### src/rtl/pdi_block_sequencer_pkg.sv
// pdi_block_sequencer_pkg
//   Shared constants for the PDI block sequencer:
//   - the bit positions of the LWC segment header fields,
//   - the sequencer state encoding,
//   - a helper that consumes one word's worth of the remaining byte count.
package pdi_block_sequencer_pkg;

  // Segment header field positions. Bits 23:16 carry nothing the sequencer uses.
  localparam int HDR_TYPE_HI = 31;
  localparam int HDR_TYPE_LO = 28;
  localparam int HDR_EOT     = 25;
  localparam int HDR_LEN_HI  = 15;
  localparam int HDR_LEN_LO  = 0;

  // Sequencer states.
  localparam logic [1:0] ST_IDLE = 2'd0;  // waiting for a segment header
  localparam logic [1:0] ST_DATA = 2'd1;  // forwarding PDI data words
  localparam logic [1:0] ST_PADW = 2'd2;  // emitting synthetic zero words

  // Byte count left after one 4-byte word (saturates at zero).
  function automatic logic [15:0] sub_word(input logic [15:0] rem);
    return (rem > 16'd4) ? rem - 16'd4 : 16'd0;
  endfunction

endpackage

### src/rtl/pdi_skid_buffer.sv
// pdi_skid_buffer
//   Two-entry register FIFO placed on the sequencer output when
//   ROMULUS_PDI_OUT_REG_EN is defined. in_ready_o depends only on occupancy,
//   so the upstream ready is cut from the downstream ready. Two entries keep
//   full throughput with a one-cycle latency.
//   Ports: clk, rst (async, active high), in_* (write side), out_* (read side).
`ifdef ROMULUS_PDI_OUT_REG_EN
module pdi_skid_buffer #(
  parameter int W = 42
) (
  input  logic         clk,
  input  logic         rst,
  input  logic [W-1:0] in_data_i,
  input  logic         in_valid_i,
  output logic         in_ready_o,
  output logic [W-1:0] out_data_o,
  output logic         out_valid_o,
  input  logic         out_ready_i
);
  logic [1:0][W-1:0] mem_q;
  logic              wr_ptr_q, rd_ptr_q;
  logic [1:0]        occ_q;
  logic              wr, rd;

  assign in_ready_o  = (occ_q != 2'd2);
  assign out_valid_o = (occ_q != 2'd0);
  // Empty buffer presents zeros so idle outputs stay quiet.
  assign out_data_o  = out_valid_o ? mem_q[rd_ptr_q] : '0;
  assign wr          = in_valid_i & in_ready_o;
  assign rd          = out_valid_o & out_ready_i;

  always_ff @(posedge clk or posedge rst) begin
    if (rst) begin
      mem_q    <= '0;
      wr_ptr_q <= 1'b0;
      rd_ptr_q <= 1'b0;
      occ_q    <= 2'd0;
    end else begin
      if (wr) begin
        mem_q[wr_ptr_q] <= in_data_i;
        wr_ptr_q        <= ~wr_ptr_q;
      end
      if (rd) rd_ptr_q <= ~rd_ptr_q;
      occ_q <= occ_q + {1'b0, wr} - {1'b0, rd};
    end
  end
endmodule
`endif

### src/rtl/pdi_block_sequencer.sv
// pdi_block_sequencer
//   Parses the 32-bit LWC segment header from the PDI stream and splits the
//   segment into 128-bit blocks of BUSW-bit words for padding_mux. A short
//   final block is completed with synthetic zero words that consume no PDI
//   input.
//   Ports:
//     clk, rst                      clock, asynchronous active-high reset
//     pdi_data/pdi_valid/pdi_ready  header and data words in
//     word_data/word_valid/word_ready  words out to the core
//     cnt, seglen, pad, last        per-word block controls for padding_mux
//     blk_end                       handshake on the 4th word of a block
//     seg_done                      one-cycle pulse after a segment's last word
//     seg_type, seg_eot             latched header type and EOT
//   Build option: ROMULUS_PDI_OUT_REG_EN registers every word-side output
//   through pdi_skid_buffer (1-cycle latency, full throughput).
module pdi_block_sequencer
  import pdi_block_sequencer_pkg::*;
#(
  parameter int BUSW = 32,
  parameter int CNTW = 2
) (
  input  logic            clk,
  input  logic            rst,
  input  logic [BUSW-1:0] pdi_data,
  input  logic            pdi_valid,
  output logic            pdi_ready,
  output logic [BUSW-1:0] word_data,
  output logic            word_valid,
  input  logic            word_ready,
  output logic [CNTW-1:0] cnt,
  output logic [3:0]      seglen,
  output logic            pad,
  output logic            last,
  output logic            blk_end,
  output logic            seg_done,
  output logic [3:0]      seg_type,
  output logic            seg_eot
);
  localparam logic [CNTW-1:0] CNT_LAST = {CNTW{1'b1}};

  logic [1:0]      state_q, state_d;
  logic [15:0]     rem_q, rem_d, blk_rem_q, blk_rem_d;
  logic [CNTW-1:0] cnt_q, cnt_d;
  logic [3:0]      seg_type_q;
  logic            seg_eot_q, seg_done_q, seg_done_d;

  // Sequencer-side word stream, before the optional output register.
  logic            s_valid, s_ready, s_hs, s_pad, s_last;
  logic [BUSW-1:0] s_data;
  logic [3:0]      s_seglen;
  logic            pdi_rdy, hdr_hs, final_word;
  logic [15:0]     rem_nx, hdr_len;

  assign hdr_len = pdi_data[HDR_LEN_HI:HDR_LEN_LO];
  assign rem_nx  = sub_word(rem_q);

  always_comb begin
    s_valid = 1'b0;
    s_data  = '0;
    pdi_rdy = 1'b0;
    case (state_q)
      ST_IDLE: pdi_rdy = 1'b1;
      ST_DATA: begin
        s_valid = pdi_valid;
        s_data  = pdi_data;
        pdi_rdy = s_ready;
      end
      ST_PADW: s_valid = 1'b1;
      default: ;
    endcase
  end

  assign s_hs   = s_valid & s_ready;
  assign hdr_hs = (state_q == ST_IDLE) & pdi_valid;
  // Held in reset, the port must not advertise readiness.
  assign pdi_ready = ~rst & pdi_rdy;

  // Block controls come from blk_rem, which only moves at block boundaries,
  // so they hold for all four words of a block. Quiet while idle.
  assign s_pad    = (state_q != ST_IDLE) && (blk_rem_q < 16'd16);
  assign s_seglen = s_pad ? blk_rem_q[3:0] : 4'd0;
  assign s_last   = s_pad && (cnt_q == CNT_LAST);

  // Word that closes the segment: 4th word of a block with nothing left.
  assign final_word = (cnt_q == CNT_LAST) &&
                      ((state_q == ST_PADW) || ((state_q == ST_DATA) && (rem_nx == 16'd0)));

  always_comb begin
    state_d   = state_q;
    rem_d     = rem_q;
    blk_rem_d = blk_rem_q;
    cnt_d     = cnt_q;
    case (state_q)
      ST_IDLE: if (pdi_valid) begin
        rem_d     = hdr_len;
        blk_rem_d = hdr_len;
        cnt_d     = '0;
        state_d   = (hdr_len != 16'd0) ? ST_DATA : ST_PADW;
      end
      ST_DATA: if (s_hs) begin
        rem_d = rem_nx;
        cnt_d = cnt_q + 1'b1;
        if (cnt_q == CNT_LAST) blk_rem_d = rem_nx;
        if (rem_nx == 16'd0) state_d = (cnt_q == CNT_LAST) ? ST_IDLE : ST_PADW;
      end
      ST_PADW: if (s_hs) begin
        cnt_d = cnt_q + 1'b1;
        if (cnt_q == CNT_LAST) state_d = ST_IDLE;
      end
      default: state_d = ST_IDLE;
    endcase
  end

  always_ff @(posedge clk or posedge rst) begin
    if (rst) begin
      state_q    <= ST_IDLE;
      rem_q      <= '0;
      blk_rem_q  <= '0;
      cnt_q      <= '0;
      seg_type_q <= '0;
      seg_eot_q  <= 1'b0;
      seg_done_q <= 1'b0;
    end else begin
      state_q    <= state_d;
      rem_q      <= rem_d;
      blk_rem_q  <= blk_rem_d;
      cnt_q      <= cnt_d;
      seg_done_q <= seg_done_d;
      if (hdr_hs) begin
        seg_type_q <= pdi_data[HDR_TYPE_HI:HDR_TYPE_LO];
        seg_eot_q  <= pdi_data[HDR_EOT];
      end
    end
  end

  assign seg_done = seg_done_q;
  assign seg_type = seg_type_q;
  assign seg_eot  = seg_eot_q;

`ifdef ROMULUS_PDI_OUT_REG_EN
  // Payload: data, cnt, seglen, pad, last, 4th-word flag, segment-final flag.
  localparam int PW = BUSW + CNTW + 8;
  logic [PW-1:0] sk_in, sk_out;
  logic          o_end, o_final;

  assign sk_in = {s_data, cnt_q, s_seglen, s_pad, s_last, (cnt_q == CNT_LAST), final_word};

  pdi_skid_buffer #(.W(PW)) u_skid (
    .clk         (clk),
    .rst         (rst),
    .in_data_i   (sk_in),
    .in_valid_i  (s_valid),
    .in_ready_o  (s_ready),
    .out_data_o  (sk_out),
    .out_valid_o (word_valid),
    .out_ready_i (word_ready)
  );

  assign {word_data, cnt, seglen, pad, last, o_end, o_final} = sk_out;
  assign blk_end    = word_valid & word_ready & o_end;
  // Segment completion is reported when its last word leaves the buffer.
  assign seg_done_d = word_valid & word_ready & o_final;
`else
  assign s_ready    = word_ready;
  assign word_valid = s_valid;
  assign word_data  = s_data;
  assign cnt        = cnt_q;
  assign seglen     = s_seglen;
  assign pad        = s_pad;
  assign last       = s_last;
  assign blk_end    = s_hs & (cnt_q == CNT_LAST);
  assign seg_done_d = s_hs & final_word;
`endif

endmodule
### config.mk
export PLATFORM = sky130hd
export DESIGN_NAME = pdi_block_sequencer
export DESIGN_NICKNAME = d
export VERILOG_FILES = /design/src/rtl/pdi_block_sequencer_pkg.sv /design/src/rtl/pdi_skid_buffer.sv /design/src/rtl/pdi_block_sequencer.sv
export SDC_FILE = /design/constraint.sdc
export NUM_CORES = 1
export LEC_CHECK = 0
export BUFFER_PORTS_ARGS = -buffer_cell sky130_fd_sc_hd__buf_2
export CORE_MARGIN = 2
export CORE_UTILIZATION = 45
export DETAILED_ROUTE_END_ITERATION = 16
export MAX_ROUTING_LAYER = met4
export PLACE_DENSITY = 0.7
export SLEW_MARGIN = 20
export SYNTH_ARGS = -nofsm -noshare
export SYNTH_HDL_FRONTEND = slang
export SYNTH_SLANG_ARGS = --single-unit
### constraint.sdc
create_clock -name clk -period 3.7 [get_ports clk]
set_input_delay 0.37 -clock clk [delete_from_list [all_inputs] [get_ports clk]]
set_output_delay 0.37 -clock clk [all_outputs]
set_load 0.05 [all_outputs]
==> results of run 1 <==
-- metal layers --
layer  up-vias  routed length (µm)
met3        18                 495
met4         0                 192
met2       115                3270
met1      1258                3260
met5         -                   0
li1       1279                   -
-- cells in the mapped netlist, types with 4 or more instances --
| master | n |
|---|---|
| buf_6 | 4 |
| nor2_1 | 25 |
| inv_1 | 10 |
| nand3_1 | 5 |
| a21oi_1 | 13 |
| nand2_1 | 38 |
| clkbuf_1 | 10 |
| xnor2_1 | 5 |
| mux2_2 | 5 |
| o31ai_1 | 4 |
| ha_1 | 6 |
| and2_1 | 37 |
| nor4_1 | 8 |
| o21ai_0 | 31 |
| a311oi_1 | 4 |
| mux2i_1 | 4 |
| nor3_1 | 7 |
| dfrtp_1 | 42 |
-- sequential cells by signal, summed over array words and instances, names as in the netlist --
register,cells
blk_rem_q,16
cnt,2
rem_q,16
seg_done,1
seg_eot,1
seg_type,4
state_q,2
-- worst max-delay path: cells and delay by family, from the launching register on --
kind | cells | cell delay, ns
AND/OR/NAND/NOR | 3 | 1.49
flip-flops | 1 | 0.40
buffers and inverters | 1 | 0.27
-- cell usage in the layout, fill, tap and decap left out, types with 6 or more instances in the layout --
master / count
o21ai_0: 31
buf_2: 84
nor3_1: 7
dfrtp_1: 42
inv_1: 10
nand2_1: 38
and2_1: 37
nor4_1: 8
ha_1: 6
nor2_1: 25
a21oi_1: 13
clkbuf_8: 6
-- worst min path at each step --
stage | start | to | depth (start not counted)
finish | rst | state_q[0] | 3
global route | rst | state_q[0] | 3
CTS | rst | state_q[0] | 3
detailed placement | blk_rem_q[5] | blk_rem_q[5] | 2
global placement | blk_rem_q[5] | blk_rem_q[5] | 2
floorplan | blk_rem_q[15] | blk_rem_q[15] | 2
-- logic make-up after synthesis --
group,share of synthesized area
AND/OR/NAND/NOR,0.283
AO/OA/AOI/OAI,0.194
adder cells (fa/ha/maj),0.0277
multiplexers,0.0356
XOR/XNOR,0.0226
flip-flops,0.388
buffers and inverters,0.0485
-- layout make-up --
cell class / count / share of cell area
well taps: 75 / 0.0289
clock buffers: 6 / 0.0254
inverters: 10 / 0.0116
multi-input cells: 246 / 0.470
clock inverters: 2 / 0.00386
flip-flops and latches: 42 / 0.324
repair buffers: 87 / 0.136
-- through the flow --
step                      setup WS, ns  cell area (µm²)  hold WS (ns)
after global routing             0.722             3250         0.274
after floorplan                  0.136             2710         0.441
after global placement            1.05             3150         0.462
after CTS                        0.891             3250         0.219
after detailed placement         0.993             3150         0.467
final                            0.870             3250         0.199
-- power breakdown --
part | switching (mW) | internal [mW] | leakage (nW)
clock network | 0.164 | 0.150 | 0.0472
logic | 1.50 | 0.660 | 0.987
registers | 0.211 | 0.682 | 0.518
total | 1.87 | 1.49 | 1.55
==> impl_metrics.yaml, run 1 <==
sta:
  min_period_ns: 2.83
  relSlewSlack: 0.412
  slew_violations: 0
  fmax_mhz: 353
  worstMarginPinSlew_ns: 0.874
  fin_crit_sh: 0.765
  finClkSkew_ns: 0.00936
  setup_viol: 0
  rsz0062_at_grt: "no"
  fin_setup_tns_ns: 0
  hold_viol: 0
clock_network:
  clk_pin_slew_ns: 0.09
  clock_latency_ns: 0.30
  cts-resized-gates: 0
  cts.path.max_buffers: 2
  cts_tree: "yes"
  ctsHoldBuffers: 0
  h-tree-depth: 2
  root_buffer: "clkbuf_8"
  cts.sinks: 42
  cts_setup_buffers: 0
  cts_buffers: 5
yosys:
  synth_ff_type: "dfrtp_1"
  postSynthAreaPerCell_um2: 8.62
  synth_top_cell_area_share: 0.388
  yosysSeqAreaShare: 0.388
  yosysWarnings: 0
  synth_cell_types: 56
  synth_area_um2: 2710
  syn_nets: 356
  synth-edff-count: 0
  yosys_register_bits: 42
  synth_top_area_cell: "dfrtp_1"
  syn_inst: 314
  yosys-top-cells-area: "dfrtp_1 (39%), and2_1 (8.5%), o21ai_0 (5.7%)"
  postSynth.asyncResetShare: 1.00
die:
  die_area_um2: 6650
  core_area_um2: 5850
  start_util: 0.463
  die_w_um: 81.6
  die_y_um: 81.6
  rows: 28
  io_pins: 85
final_layout:
  drive_above_1_share: 0.275
  fin_cells: 468
  area_growth_pct: 19.9
  register_area_um2: 1050
  fill_cells: 530
  fin_util: 0.555
  antenna_cells: 0
  multi_input_area_um2: 1530
  fin_nets: 434
critical_path:
  max_stage_delay_ns: 0.73
  rr_worst_depth: 8
  critical_path_class: "flop to output pin"
  critPathArrivalTime_ns: 2.46
  end_kind: "output pin"
  slowest_stage: "nor4_1"
  reg2reg_slack_ns: 0.92
  r2r-start: "state_q[0]"
  cp-start-kind: "flop"
  endpoint: "seglen[1]"
  crit_chain: "or4_1 > nor4_1 > and2_1 > buf_2"
  crit_start: "blk_rem_q[4]"
  timing.rr.end: "blk_rem_q[4]"
  worst-path-max-fanout: 6
  required_ns: 3.33
pwr:
  cellLeakagePower_nw: 1.55
  irDropWorstVdd_v: 0.000562
  p_total_mw: 3.36
  powerDensity_nw_per_um2: 1040
grt:
  grt_pass1_vias: 2472
  grtUsageMet3: 0.0341
  track_usage: 0.236
  grt_busiest_layer: "met2"
  grt_overflow: 0
  met1_usage: 0.329
  antenna_found_initial: 0
  grt_pass1_wl_um: 11700
  grt_max_degree: 50
  grtUsageMet2: 0.344
routing:
  routedWlPerCell_um: 15.4
  drc: 0
  totalWireLength_um: 7220
  initialDrtViolationCount: 154
  dr.pass1.iters: 6
  vias: 2670
  postRouteAntennaNets: 0
  vias_per_cell: 5.71
worst_hold_path:
  hp-class: "input port to asynchronous set/reset pin"
run_status:
  status: "finished, final reports clean"
run:
  maxCapViolCount: 0
placed_design:
  dp_cells: 460
  dp_hpwl_um: 5480
  gp_congestion: 0.933
  io_buffer_count: 84
No activity file was read; power rests on OpenSTA's default activity.
==> run 2, diff against run 1 <==
--- a/config.mk
+++ b/config.mk
@@ -5,12 +5,13 @@
 export SDC_FILE = /design/constraint.sdc
 export NUM_CORES = 1
 export LEC_CHECK = 0
+export ABC_AREA = 1
 export BUFFER_PORTS_ARGS = -buffer_cell sky130_fd_sc_hd__buf_2
 export CORE_MARGIN = 2
 export CORE_UTILIZATION = 45
 export DETAILED_ROUTE_END_ITERATION = 16
 export MAX_ROUTING_LAYER = met4
-export PLACE_DENSITY = 0.7
+export PLACE_DENSITY = 0.72
 export SLEW_MARGIN = 20
 export SYNTH_ARGS = -nofsm -noshare
 export SYNTH_HDL_FRONTEND = slang
==> constraint.sdc (replaced) <==
create_clock -name clk -period 2.6 [get_ports clk]
set_input_delay 0.26 -clock clk [delete_from_list [all_inputs] [get_ports clk]]
set_output_delay 0.26 -clock clk [all_outputs]
set_load 0.05 [all_outputs]
==> impl_metrics.yaml, run 2 <==
run_status:
  status: "finished, final reports clean"
grt:
  grt_pass1_vias: 2590
  antenna_found_initial: 0
  grt_pass1_wl_um: 11600
  grt_overflow: 0
  grt_max_degree: 50
  track_usage: 0.231
clock_network:
  clock_latency_ns: 0.31
  cts_tree: "yes"
  cts.path.max_buffers: 2
  h-tree-depth: 2
  cts_buffers: 5
  cts.sinks: 42
  ctsHoldBuffers: 0
  cts_setup_buffers: 0
  root_buffer: "clkbuf_8"
  cts-resized-gates: 0
  clk_pin_slew_ns: 0.10
sta:
  rsz0062_at_grt: "no"
  relSlewSlack: 0.637
  fin_crit_sh: 0.877
  fmax_mhz: 438
  slew_violations: 0
  worstMarginPinSlew_ns: 0.544
  setup_viol: 0
  worst_hold_slack_ns: 0.0876
  min_period_ns: 2.28
  fin_setup_tns_ns: 0
  hold_viol: 0
  layout_setup_ws_ns: 0.319
  finClkSkew_ns: 0.00971
final_layout:
  drive_above_1_share: 0.238
  most-common-layout-cells: "nand2_1 (136), buf_2 (84), inv_1 (77), o21ai_0 (42), dfrtp_1 (42)"
  fin_nets: 542
  antenna_cells: 0
  layout_commonest_cell: "nand2_1"
  area_growth_pct: 21.8
critical_path:
  worst-path-max-fanout: 6
  required_ns: 2.34
  critical_path_class: "flop to output pin"
  end_kind: "output pin"
  slowest_stage: "dfrtp_1"
  path_common_cell: "inv_1"
  critPathArrivalTime_ns: 2.02
  crit_chain: "inv_1 > ha_1 > nor4_4 > inv_1 > nor2_1 > buf_2"
  cp-start-kind: "flop"
  max_stage_delay_ns: 0.41
yosys:
  yosys.area_share.simple: 0.309
  synth.area.mux_share: 0.0203
  postSynthAreaPerCell_um2: 6.69
  ys_top_cells_by_count: "nand2_1 (136), inv_1 (77), dfrtp_1 (42), o21ai_0 (42), nor2_1 (31)"
  synth_top_family_by_area: "simple AND/OR/NAND/NOR gates"
  synthAdderAreaFrac: 0.0271
  yosysSeqAreaShare: 0.379
  syn_nets: 457
  syn_inst: 415
  synth-edff-count: 0
  post-synth-top-count-cell: "nand2_1"
  synth_top_cell_area_share: 0.379
  yosys-top-cells-area: "dfrtp_1 (38%), nand2_1 (18%), inv_1 (10%)"
  yosysWarnings: 0
  synth_top_area_cell: "dfrtp_1"
  synth_ff_type: "dfrtp_1"
  postSynth.asyncResetShare: 1.00
  synth_area_um2: 2780
  synth_cell_types: 31
  synthXorXnorAreaFrac: 0.00631
  yosys_register_bits: 42
  synth_compound_area_frac: 0.128
routing:
  vias_per_cell: 4.97
  dr.pass1.iters: 5
  initialDrtViolationCount: 189
  totalWireLength_um: 7320
  postRouteAntennaNets: 0
  drc: 0
  vias: 2863
  routedWlPerCell_um: 12.7
worst_hold_path:
  hp-class: "input port to asynchronous set/reset pin"
pwr:
  irDropWorstVdd_v: 0.000705
  powerDensity_nw_per_um2: 1420
  cellLeakagePower_nw: 2.03
die:
  core_area_um2: 5960
  die_y_um: 82.5
  die_w_um: 82.5
  die_area_um2: 6810
  io_pins: 85
  start_util: 0.466
  rows: 28
run:
  maxCapViolCount: 0
placed_design:
  pre_cts_ws_ns: 0.486
  gp_congestion: 1.02
  io_buffer_count: 84
  dp_hpwl_um: 5640
==> run 2: power breakdown <==
group	leakage [nW]	internal, mW	switching, mW
Sequential	0.520	0.979	0.232
Clock	0.0447	0.194	0.266
Combinational	1.46	0.864	2.25
==> run 2: layout make-up <==
type	count	area (µm²)
Tap cell	75	93.8
Timing Repair Buffer	90	465
Fill cell	572	2570
Inverter	79	297
Clock inverter	3	25.0
Sequential cell	42	1050
Clock buffer	5	68.8
Multi-Input combinational cell	282	1380
==> run 2: critical path, delay by kind of cell (launching register included) <==
kind,cells,cell delay [ns]
AND/OR/NAND/NOR,2,0.47
buffers and inverters,3,0.52
adder cells (fa/ha/maj),1,0.31
flip-flops,1,0.41
==> run 2: path summary, 6_finish.rpt <==
check	from	end	slack, ns	depth (start not counted)
worst max-delay path	state_q[0]	seglen[1]	0.32	6
worst min-delay path	rst	seg_eot	0.09	3
worst max register to register	state_q[0]	blk_rem_q[13]	0.45	12
worst min register to register	blk_rem_q[10]	blk_rem_q[10]	0.48	2
max in group asynchronous	rst	rem_q[10]	2.14	3
min in group clk	pdi_data[30]	seg_type[2]	0.19	2
==> run 2: cells by family (layout without fill, tap and decap cells) <==
| group | Yosys count | count (layout) |
|---|---|---|
| xor+xnor | 2 | 2 |
| mux | 5 | 5 |
| fa+ha+maj | 6 | 6 |
| simple gates | 209 | 209 |
| compound gates | 60 | 60 |
| buf+inv | 91 | 177 |
| flops | 42 | 42 |
==> run 2: metrics by stage <==
step	power, mW	utilization	std cells	cell area (µm²)
floorplan	3.62	-	415	2790
global placement	4.28	0.552	568	3290
detailed placement	4.32	0.552	568	3290
CTS	4.79	0.568	576	3380
global route	5.23	0.568	576	3380
finish	4.79	0.568	576	3380
==> run 2: layer usage <==
layer	GRT usage	vias to the layer above	part of all wire
met5	-	-	0
met4	0.102	0	0.025
met3	0.0304	13	0.064
met2	0.365	120	0.47
met1	0.299	1279	0.44
li1	-	1451	-
